--- src/rtl/audio_ctrl_pkg.sv ---
// audio_ctrl_pkg: shared types and constants for audio_stream_ctrl.
// Optional tone generator is enabled with the TONE_GEN_EN macro.
package audio_ctrl_pkg;

  localparam int SAMPLE_W_DEF = 24;
  localparam int VOL_W_DEF    = 4;

  localparam logic [23:0] SAT_MAX = 24'h7FFFFF;
  localparam logic [23:0] SAT_MIN = 24'h800000;

  typedef enum logic [2:0] {
    IDLE,
    READ,
    SCALE,
    WAIT_WR,
    WRITE
  } state_t;

endpackage

--- src/rtl/audio_vol_scale.sv ---
// audio_vol_scale: signed sample * volume/16 plus tone, saturated.
// The tone input is zero when the TONE_GEN_EN macro is not defined.
module audio_vol_scale
  import audio_ctrl_pkg::*;
#(
  parameter int SAMPLE_W = SAMPLE_W_DEF,
  parameter int VOL_W    = VOL_W_DEF
) (
  input  logic [SAMPLE_W-1:0] i_sample,
  input  logic [VOL_W-1:0]    i_volume,
  input  logic [SAMPLE_W-1:0] i_tone,
  output logic [SAMPLE_W-1:0] o_sample
);

  localparam int PW = SAMPLE_W + VOL_W + 1;

  logic signed [PW-1:0] w_prod;
  logic signed [PW-1:0] w_shift;
  logic signed [PW:0]   w_sum;
  logic                 w_in_range;

  assign w_prod  = $signed(i_sample) * $signed({1'b0, i_volume});
  // Arithmetic shift floors toward negative infinity.
  assign w_shift = w_prod >>> VOL_W;
  assign w_sum   = (PW+1)'(w_shift) + (PW+1)'($signed(i_tone));

  // In range when all bits above the sample MSB agree with it.
  assign w_in_range = (w_sum[PW:SAMPLE_W-1] == '0) ||
                      (w_sum[PW:SAMPLE_W-1] == '1);

  // Clamp to the signed sample range on overflow.
  always_comb begin
    o_sample = w_sum[SAMPLE_W-1:0];
    if (!w_in_range)
      o_sample = w_sum[PW] ? SAT_MIN : SAT_MAX;
  end

endmodule

--- src/rtl/audio_stream_ctrl.sv ---
// audio_stream_ctrl: frame-by-frame ADC read, volume scale, DAC write.
// Define TONE_GEN_EN to add a square-wave tone to both channels.
module audio_stream_ctrl
  import audio_ctrl_pkg::*;
#(
  parameter int                  SAMPLE_W = SAMPLE_W_DEF,
  parameter int                  VOL_W    = VOL_W_DEF,
  parameter logic [SAMPLE_W-1:0] TONE_AMP = 24'h100000
) (
  input  logic                CLOCK_50,
  input  logic                reset,
  input  logic                en,
  input  logic [VOL_W-1:0]    volume,
  input  logic [15:0]         pitch,
  input  logic                read_ready,
  input  logic                write_ready,
  input  logic [SAMPLE_W-1:0] readdata_left,
  input  logic [SAMPLE_W-1:0] readdata_right,
  output logic                read,
  output logic                write,
  output logic [SAMPLE_W-1:0] writedata_left,
  output logic [SAMPLE_W-1:0] writedata_right,
  output logic [15:0]         frame_count
);

  state_t              r_state;
  state_t              w_next;
  logic [SAMPLE_W-1:0] r_in_l;
  logic [SAMPLE_W-1:0] r_in_r;
  logic                r_read;
  logic                r_write;
  logic [SAMPLE_W-1:0] r_wd_l;
  logic [SAMPLE_W-1:0] r_wd_r;
  logic [15:0]         r_fc;
  logic [SAMPLE_W-1:0] w_tone;
  logic [SAMPLE_W-1:0] w_sc_l;
  logic [SAMPLE_W-1:0] w_sc_r;

`ifdef TONE_GEN_EN
  logic        r_phase_neg;
  logic [15:0] r_tcnt;

  assign w_tone = (pitch == 16'd0) ? '0 :
                  r_phase_neg ? (~TONE_AMP + 1'b1) : TONE_AMP;

  // Toggle tone phase after every `pitch` completed writes.
  always_ff @(posedge CLOCK_50) begin
    if (reset) begin
      r_phase_neg <= 1'b0;
      r_tcnt      <= '0;
    end else if (r_state == WRITE) begin
      if (pitch == 16'd0) begin
        r_tcnt <= '0;
      end else if ({1'b0, r_tcnt} + 17'd1 >= {1'b0, pitch}) begin
        r_phase_neg <= ~r_phase_neg;
        r_tcnt      <= '0;
      end else begin
        r_tcnt <= r_tcnt + 16'd1;
      end
    end
  end
`else
  logic w_unused;
  assign w_unused = ^{pitch, TONE_AMP};
  assign w_tone   = '0;
`endif

  audio_vol_scale #(
    .SAMPLE_W (SAMPLE_W),
    .VOL_W    (VOL_W)
  ) u_scale_l (
    .i_sample (r_in_l),
    .i_volume (volume),
    .i_tone   (w_tone),
    .o_sample (w_sc_l)
  );

  audio_vol_scale #(
    .SAMPLE_W (SAMPLE_W),
    .VOL_W    (VOL_W)
  ) u_scale_r (
    .i_sample (r_in_r),
    .i_volume (volume),
    .i_tone   (w_tone),
    .o_sample (w_sc_r)
  );

  // State register.
  always_ff @(posedge CLOCK_50) begin
    if (reset) r_state <= IDLE;
    else       r_state <= w_next;
  end

  // Next-state decode; handshakes only matter in their own state.
  always_comb begin
    w_next = r_state;
    unique case (r_state)
      IDLE:    if (en && read_ready) w_next = READ;
      READ:    w_next = SCALE;
      SCALE:   w_next = WAIT_WR;
      WAIT_WR: if (write_ready) w_next = WRITE;
      WRITE:   w_next = IDLE;
      default: w_next = IDLE;
    endcase
  end

  // Registered outputs, decoded from the state being entered.
  always_ff @(posedge CLOCK_50) begin
    if (reset) begin
      r_read  <= 1'b0;
      r_write <= 1'b0;
      r_in_l  <= '0;
      r_in_r  <= '0;
      r_wd_l  <= '0;
      r_wd_r  <= '0;
      r_fc    <= '0;
    end else begin
      r_read  <= (w_next == READ);
      r_write <= (w_next == WRITE);
      if (r_state == READ) begin
        r_in_l <= readdata_left;
        r_in_r <= readdata_right;
      end
      if (r_state == SCALE) begin
        r_wd_l <= w_sc_l;
        r_wd_r <= w_sc_r;
      end
      if (w_next == WRITE) r_fc <= r_fc + 16'd1;
    end
  end

  assign read            = r_read;
  assign write           = r_write;
  assign writedata_left  = r_wd_l;
  assign writedata_right = r_wd_r;
  assign frame_count     = r_fc;

endmodule

--- config.mk ---
export PLATFORM = sky130hd
export DESIGN_NAME = audio_stream_ctrl
export DESIGN_NICKNAME = d
export VERILOG_FILES = /design/src/rtl/audio_ctrl_pkg.sv /design/src/rtl/audio_vol_scale.sv /design/src/rtl/audio_stream_ctrl.sv
export SDC_FILE = /design/constraint.sdc
export NUM_CORES = 1
export LEC_CHECK = 0
export CAP_MARGIN = 5
export CORE_MARGIN = 2
export CORE_UTILIZATION = 35
export CTS_CLUSTER_DIAMETER = 120
export CTS_CLUSTER_SIZE = 25
export DETAILED_ROUTE_END_ITERATION = 8
export MAX_ROUTING_LAYER = met4
export PLACE_DENSITY = 0.65
export SLEW_MARGIN = 20
export SYNTH_ARGS = -nofsm -noshare
export SYNTH_HDL_FRONTEND = slang
export SYNTH_HIERARCHICAL = 1
export SYNTH_SLANG_ARGS = --single-unit
--- constraint.sdc ---
create_clock -name CLOCK_50 -period 14.48 [get_ports CLOCK_50]
set_clock_uncertainty 0.2 [all_clocks]
set_input_delay 2.896 -clock CLOCK_50 [delete_from_list [all_inputs] [get_ports CLOCK_50]]
set_output_delay 2.896 -clock CLOCK_50 [all_outputs]
set_load 0.02 [all_outputs]
==> results of run 1 <==
[cell families after synthesis]
group | count (synthesis) | synth area share, %
other cells | 1 | 0.0270
fa+ha+maj | 259 | 28.7
flops | 117 | 16.9
simple gates | 605 | 21.1
mux | 1 | 0.0722
buf+inv | 302 | 8.50
compound gates | 403 | 18.9
xor+xnor | 92 | 5.86
[how the worst min path moves through the flow]
stage | to | slack (ns) | cells after the start
2_1_floorplan | r_in_r[0] | 0.25 | 2
3_3_place_gp | writedata_left[8] | 0.25 | 2
3_5_place_dp | writedata_left[21] | 0.25 | 2
4_1_cts | writedata_left[21] | 0.25 | 2
5_1_grt | writedata_right[10] | 0.27 | 2
6_report | writedata_left[21] | 0.25 | 2
[worst reg2reg max path, stage by stage (launching register included)]
cell and delay [ns]:
sky130_fd_sc_hd__dfxtp_1 0.35, sky130_fd_sc_hd__and2_1 0.17, sky130_fd_sc_hd__ha_1 0.32, sky130_fd_sc_hd__fa_1 0.56, sky130_fd_sc_hd__inv_1 0.06, sky130_fd_sc_hd__fa_1 0.54
sky130_fd_sc_hd__inv_1 0.04, sky130_fd_sc_hd__ha_1 0.33, sky130_fd_sc_hd__a211o_1 0.31, sky130_fd_sc_hd__a221o_1 0.34, sky130_fd_sc_hd__a311oi_2 0.33, sky130_fd_sc_hd__a2bb2oi_2 0.25
sky130_fd_sc_hd__o21a_2 0.22, sky130_fd_sc_hd__o21bai_1 0.11, sky130_fd_sc_hd__a211oi_1 0.26, sky130_fd_sc_hd__o21a_1 0.15, sky130_fd_sc_hd__ha_1 0.24, sky130_fd_sc_hd__and3_1 0.24
sky130_fd_sc_hd__and3_1 0.23, sky130_fd_sc_hd__a211oi_1 0.08, sky130_fd_sc_hd__o21ai_0 0.21, sky130_fd_sc_hd__o2111ai_2 0.18, sky130_fd_sc_hd__a21oi_2 0.16, sky130_fd_sc_hd__buf_4 0.34
sky130_fd_sc_hd__o21ai_0 0.17, sky130_fd_sc_hd__nand2_1 0.08, sky130_fd_sc_hd__a21oi_1 0.06
[cells in the final DEF, fill, tap and decap left out, types with 31 or more instances in the layout]
master                            netlist  layout
sky130_fd_sc_hd__inv_1                236     236
sky130_fd_sc_hd__conb_1                 1      54
sky130_fd_sc_hd__nor2_1                60      60
sky130_fd_sc_hd__a21oi_1              176     176
sky130_fd_sc_hd__ha_1                 161     161
sky130_fd_sc_hd__dfxtp_1              117     117
sky130_fd_sc_hd__xnor2_1               60      60
sky130_fd_sc_hd__and2_1               141     140
sky130_fd_sc_hd__o21ai_0               42      42
sky130_fd_sc_hd__xor2_1                31      31
sky130_fd_sc_hd__fa_1                  98      98
sky130_fd_sc_hd__clkdlybuf4s50_1        0     121
sky130_fd_sc_hd__nand2_1              285     285
[routing by layer]
layer	vias up	GRT usage (%)	share of wire, %
met5	-	-	0
met4	0	6.36	3.2
met3	57	1.99	2.1
met2	174	33.2	53
met1	5808	18.7	41
li1	6121	-	-
[sequential cells by signal, indices dropped and copies added, names as in the netlist]
name / flops
r_state: 3
writedata_left: 24
write: 1
r_in_r: 24
frame_count: 16
r_in_l: 24
read: 1
writedata_right: 24
[stage by stage]
stage          instance area [µm²]  std cells  setup WS, ns  power, W
2_1_floorplan                14100       1833          5.84  0.000729
3_3_place_gp                 15700       2416          4.51  0.000831
3_5_place_dp                 15700       2416          4.39  0.000838
4_1_cts                      16300       2448          4.82   0.00129
5_1_grt                      16300       2448          4.26   0.00137
6_report                     16300       2448          4.82   0.00128
[power breakdown]
part	total [W]	switching, W	internal (W)
clock network	0.000440	0.000196	0.000245
logic	0.000484	0.000285	0.000199
registers	0.000356	0.0000158	0.000340
[synth_stat cells, drive strengths merged (4+ instances only)]
library cell    n
nand2         285
inv           236
a21oi         178
ha            161
and2          141
dfxtp         117
fa             98
o21ai          65
xnor2          61
nor2           60
clkbuf         51
xor2           31
a21o           30
nand3          24
a31oi          23
nand4          18
nor3           18
o211ai         17
buf            15
o21a           14
a211oi         13
nand2b         13
o21bai         11
or3             9
and3            8
nor2b           7
o31ai           6
a211o           5
and4            5
o311ai          5
a21boi          4
a31o            4
or4             4
[final cells by class]
| cell class | count | area (µm²) | area share, % |
|---|---|---|---|
| timing repair buffer | 131 | 1290 | 7.89 |
| multi-input combinational | 1414 | 10600 | 64.7 |
| inverter | 236 | 886 | 5.43 |
| clock inverter | 15 | 160 | 0.983 |
| tap | 518 | 648 | 3.98 |
| clock buffer | 17 | 425 | 2.61 |
| sequential | 117 | 2340 | 14.4 |
==> flow_metrics.tcl, run 1 <==
set metrics [dict create \
    cts.sink_count 117 \
    first_pass_iters 5 \
    first_global_vias 12534 \
    power.ir.vdd_worst_mv 0.0731 \
    power_leakage_nw 7.64 \
    setup.worst_path.start_class "primary input" \
    clk_transition_reported_paths_ns 0.06 \
    nNetsFinal 2249 \
    synth.top_cell.area_share_pct 16.9 \
    cap_viol_max_count 0 \
    timing.rr.start "r_in_l[6]" \
    crit_path_max_incr_delay_ns 0.56 \
    timing_worst_slew_pin_value_ns 0.972 \
    arrival_ns 9.73 \
    regToRegSetupSlack_ns 7.76 \
    cpLargestDelayFamily "compound AO/OA/AOI/OAI gates" \
    yosys.cell_types.count 80 \
    clock_network_latency_to_the_later_pin_of_the_worst_skew_pair_ns 0.44 \
    finalCoreUtilization_pct 41.9 \
    cp_slowest_cell "sky130_fd_sc_hd__fa_1" \
    synth_top_cell_by_area "sky130_fd_sc_hd__dfxtp_1" \
    hold_wc_startpoint "writedata_left[21]" \
    proportion_of_layout_cells_with_a_drive_suffix_above_1_pct 4.77 \
    fmax_ghz 0.104 \
    area_grow_syn2layout_pct 17.5 \
    track_usage_pct 17.5 \
    cts_tree "done" \
    num_io_pins 139 \
    num_antenna_cells 0 \
    timing_max_transition_violations_final 0 \
    grt_remaining_overflow 0 \
    floorplan.initialDensity_pct 35.6 \
    fp.dieArea_um2 41200 \
    clk_root_buffer_cell "sky130_fd_sc_hd__clkbuf_16" \
    cts-buffers-inserted 17 \
    coreArea_um2 38900 \
    place_hpwl_mm 26.3 \
    cts_hold_buffers 0 \
    initialDrtViolationCount 427 \
    num_vias 12160 \
    n_fill_cell 4015 \
    synth-edff-count 0 \
    routabilityCongestion 0.856 \
    finalHoldWorstSlack_ns 0.251 \
    synth-seq-area-share_pct 16.9 \
    cts_htree_levels 4 \
    worst-path-max-fanout 48 \
    cellPowerDensity_nw_per_um2 78.5 \
    worstPathBufferInverterCount 5 \
    grt_start_max_net_pins 88 \
    worst_reg_to_reg_cells 26 \
    hp-class "flip-flop to flip-flop" \
    route.detailed.wl_per_inst_um 13.8 \
    wire_length_of_the_first_global_routing_pass_mm 58.0 \
    die_h_um 203 \
    routed_via_density 4.97 \
    synthCells 1780 \
    r2r-end "writedata_left[4]" \
    critical_path_depth 28 \
    end_kind "flip-flop" \
    ys_seq_elements 117 \
    synth-main-ff-cell "sky130_fd_sc_hd__dfxtp_1" \
    report.final.hold_viol_count 0 \
    async_reset_ff_share_pct 0 \
    critical-path-top-cell-by-count "sky130_fd_sc_hd__ha_1" \
    num_rows 72 \
    setup.worst_path.class "primary input to flip-flop" \
    min_period_over_period_pct 66.7 \
    layout_min_cycle_time_ns 9.66 \
    syn-cell-area_um2 13900 \
    buffer_ports.inserted 122 \
    final.setup.tns_ns 0 \
    critical_path_launch_point "volume[2]" \
    drt.antenna.violating_nets 0 \
    cts.path.max_buffers 2 \
    status "finished clean" \
    number_of_antenna_violations_at_the_first_check_in_global_routing 0 \
    synth.top_cells.by_area "sky130_fd_sc_hd__dfxtp_1 17%, sky130_fd_sc_hd__ha_1 15%, sky130_fd_sc_hd__fa_1 14%" \
    critical_path.endpoint "writedata_left[4]" \
    critPathRequiredTime_ns 14.55 \
    final_setup_violating_endpoints 0 \
    ys.warnings.count 6 \
    post-cts-setup-buffers 0 \
    rsz0062_at_grt "no" \
    maxSlewHeadroom_pct 35.2 \
    detail_route.drc_violations 0 \
    post_detailed_routing_wire_length_mm 33.8 \
    cts_resized 0 \
    mapped_avg_cell_area_um2 7.79 \
    die_w_um 203 \
]
Note: power is estimated with default switching activity, not from simulation.
==> run 2: changes to the inputs <==
==> constraint.sdc (replaced) <==
create_clock -name CLOCK_50 -period 9.3 [get_ports CLOCK_50]
set_clock_uncertainty 0.2 [all_clocks]
set_input_delay 1.86 -clock CLOCK_50 [delete_from_list [all_inputs] [get_ports CLOCK_50]]
set_output_delay 1.86 -clock CLOCK_50 [all_outputs]
set_load 0.02 [all_outputs]
==> run 2 against run 1 <==
Net effect: total power rose by 58%; cell area rose by 0.76%; core utilization rose by 0.32 points; worst hold slack improved by 0.0017 ns; first-iteration DRC count fell by 1.6%.
==> flow_metrics.tcl, run 2 (synthesis gave the netlist of run 1 again) <==
set metrics [dict create \
    area_grow_syn2layout_pct 18.4 \
    hp-class "flip-flop to flip-flop" \
    hold_wc_startpoint "writedata_right[7]" \
    grt_remaining_overflow 0 \
    maxSlewHeadroom_pct 30.4 \
    initialDrtViolationCount 420 \
    routed_via_density 4.93 \
    timing_worst_slew_pin_value_ns 1.04 \
    grt_start_max_net_pins 90 \
    detail_route.drc_violations 0 \
    final_setup_violating_endpoints 0 \
    setup.worst_path.start_class "primary input" \
    timing_max_transition_violations_final 0 \
    power_leakage_nw 7.70 \
    number_of_antenna_violations_at_the_first_check_in_global_routing 0 \
    floorplan.initialDensity_pct 35.6 \
    layout_min_cycle_time_ns 8.68 \
    num_vias 12115 \
    num_rows 72 \
    drt.antenna.violating_nets 0 \
    cts_htree_levels 4 \
    proportion_of_layout_cells_with_a_drive_suffix_above_1_pct 5.15 \
    timing.rr.start "r_in_r[2]" \
    fmax_ghz 0.115 \
    clk_transition_reported_paths_ns 0.05 \
    fp.dieArea_um2 41200 \
    status "finished clean" \
    rsz0062_at_grt "no" \
    finalHoldWorstSlack_ns 0.253 \
    clock_network_latency_to_the_later_pin_of_the_worst_skew_pair_ns 0.44 \
    num_antenna_cells 0 \
    cts_hold_buffers 0 \
    die_w_um 203 \
    mostFrequentLayoutCell "sky130_fd_sc_hd__nand2_1" \
    critPathRequiredTime_ns 9.47 \
    cts.path.max_buffers 2 \
    post-cts-setup-buffers 0 \
    track_usage_pct 17.9 \
    final.setup.tns_ns 0 \
    cap_viol_max_count 0 \
    coreArea_um2 38900 \
    wire_length_of_the_first_global_routing_pass_mm 58.9 \
    arrival_ns 8.84 \
    cts_tree "done" \
    buffer_ports.inserted 122 \
    power.ir.vdd_worst_mv 0.124 \
    first_pass_iters 5 \
    cts-buffers-inserted 17 \
    setup.worst_path.class "primary input to flip-flop" \
    cellPowerDensity_nw_per_um2 123 \
    placed_cells_incl_taps 2426 \
    cts_resized 0 \
    min_period_over_period_pct 93.3 \
    report.power.total_w 0.00202 \
    nNetsFinal 2259 \
    route.detailed.wl_per_inst_um 14.0 \
    die_h_um 203 \
    final-instance-count-excl-fill 2458 \
    post_detailed_routing_wire_length_mm 34.3 \
    worst-path-max-fanout 20 \
    end_kind "flip-flop" \
    num_io_pins 139 \
    report.final.hold_viol_count 0 \
    place_hpwl_mm 27.5 \
    clk_root_buffer_cell "sky130_fd_sc_hd__clkbuf_16" \
    critical_path_launch_point "volume[3]" \
    first_global_vias 12675 \
    most-common-layout-cells "285 x sky130_fd_sc_hd__nand2_1, 236 x sky130_fd_sc_hd__inv_1, 176 x sky130_fd_sc_hd__a21oi_1, 161 x sky130_fd_sc_hd__ha_1, 140 x sky130_fd_sc_hd__and2_1" \
    routabilityCongestion 0.906 \
    cts.sink_count 117 \
]
run 2: cell count changes in the layout (fill, tap and decap cells not counted):
cell | before | now
sky130_fd_sc_hd__bufinv_16 | 1 | 3
sky130_fd_sc_hd__clkbuf_8 | 0 | 2
sky130_fd_sc_hd__clkbuf_1 | 0 | 2
sky130_fd_sc_hd__inv_8 | 4 | 0
sky130_fd_sc_hd__inv_6 | 6 | 2
sky130_fd_sc_hd__buf_4 | 10 | 18
sky130_fd_sc_hd__clkinv_2 | 0 | 2
sky130_fd_sc_hd__buf_12 | 0 | 2
sky130_fd_sc_hd__clkinv_4 | 2 | 1
sky130_fd_sc_hd__clkinvlp_4 | 2 | 3
run 2: area by class of cell:
class,instances,area [µm²]
repair buffers,141,1390
inverters,236,886
clock buffers,21,460
fillers,4009,22500
well taps,518,648
flip-flops and latches,117,2340
multi-input cells,1414,10600
clock inverters,11,149
run 2: final timing paths:
kind	endpoint	slack, ns	cells past startpoint
setup / recovery	writedata_right[15]	0.62	26
hold / removal	writedata_right[7]	0.25	2
setup reg to reg	writedata_right[15]	2.71	24
hold reg to reg	writedata_right[7]	0.25	2
run 2: worst max-delay path, cell delays in order:
cell	delay [ns]
sky130_fd_sc_hd__clkdlybuf4s50_1	0.87
sky130_fd_sc_hd__buf_4	0.32
sky130_fd_sc_hd__and2_1	0.16
sky130_fd_sc_hd__ha_1	0.24
sky130_fd_sc_hd__fa_1	0.51
sky130_fd_sc_hd__inv_1	0.06
sky130_fd_sc_hd__fa_1	0.48
sky130_fd_sc_hd__inv_1	0.04
sky130_fd_sc_hd__ha_1	0.32
sky130_fd_sc_hd__a211oi_1	0.30
sky130_fd_sc_hd__o21ai_0	0.20
sky130_fd_sc_hd__o32ai_4	0.33
sky130_fd_sc_hd__o211a_1	0.28
sky130_fd_sc_hd__o21ai_0	0.10
sky130_fd_sc_hd__or3_1	0.34
sky130_fd_sc_hd__a21oi_1	0.19
sky130_fd_sc_hd__xnor2_1	0.17
sky130_fd_sc_hd__ha_1	0.26
sky130_fd_sc_hd__nand4_1	0.17
sky130_fd_sc_hd__nor2_1	0.15
sky130_fd_sc_hd__a21oi_1	0.05
sky130_fd_sc_hd__a211o_1	0.39
sky130_fd_sc_hd__nand2b_1	0.49
sky130_fd_sc_hd__a31oi_1	0.32
sky130_fd_sc_hd__nand2_1	0.09
sky130_fd_sc_hd__a21oi_1	0.13
run 2: where the power goes:
group	total [W]	internal [W]	switching, W
clock	0.000698	0.000436	0.000262
combinational	0.000762	0.000319	0.000443
sequential	0.000556	0.000531	0.0000253
run 2: metrics by stage:
| step | setup WS (ns) | instance area, µm² | utilization [%] |
|---|---|---|---|
| after detailed placement | 0.260 | 15800 | 40.6 |
| after CTS | 0.695 | 16400 | 42.2 |
| after global placement | 0.342 | 15800 | 40.6 |
| after floorplan | 1.70 | 14100 | - |
| final | 0.623 | 16400 | 42.2 |
| after global routing | 0.191 | 16400 | 42.2 |
run 2: per-layer routing:
| metal | global-route usage [%] | routed length, µm | up-vias |
|---|---|---|---|
| li1 | - | - | 6149 |
| met1 | 18.6 | 14100 | 5773 |
| met2 | 34.0 | 18500 | 140 |
| met3 | 2.76 | 747 | 53 |
| met4 | 6.26 | 929 | 0 |
| met5 | - | 0 | - |
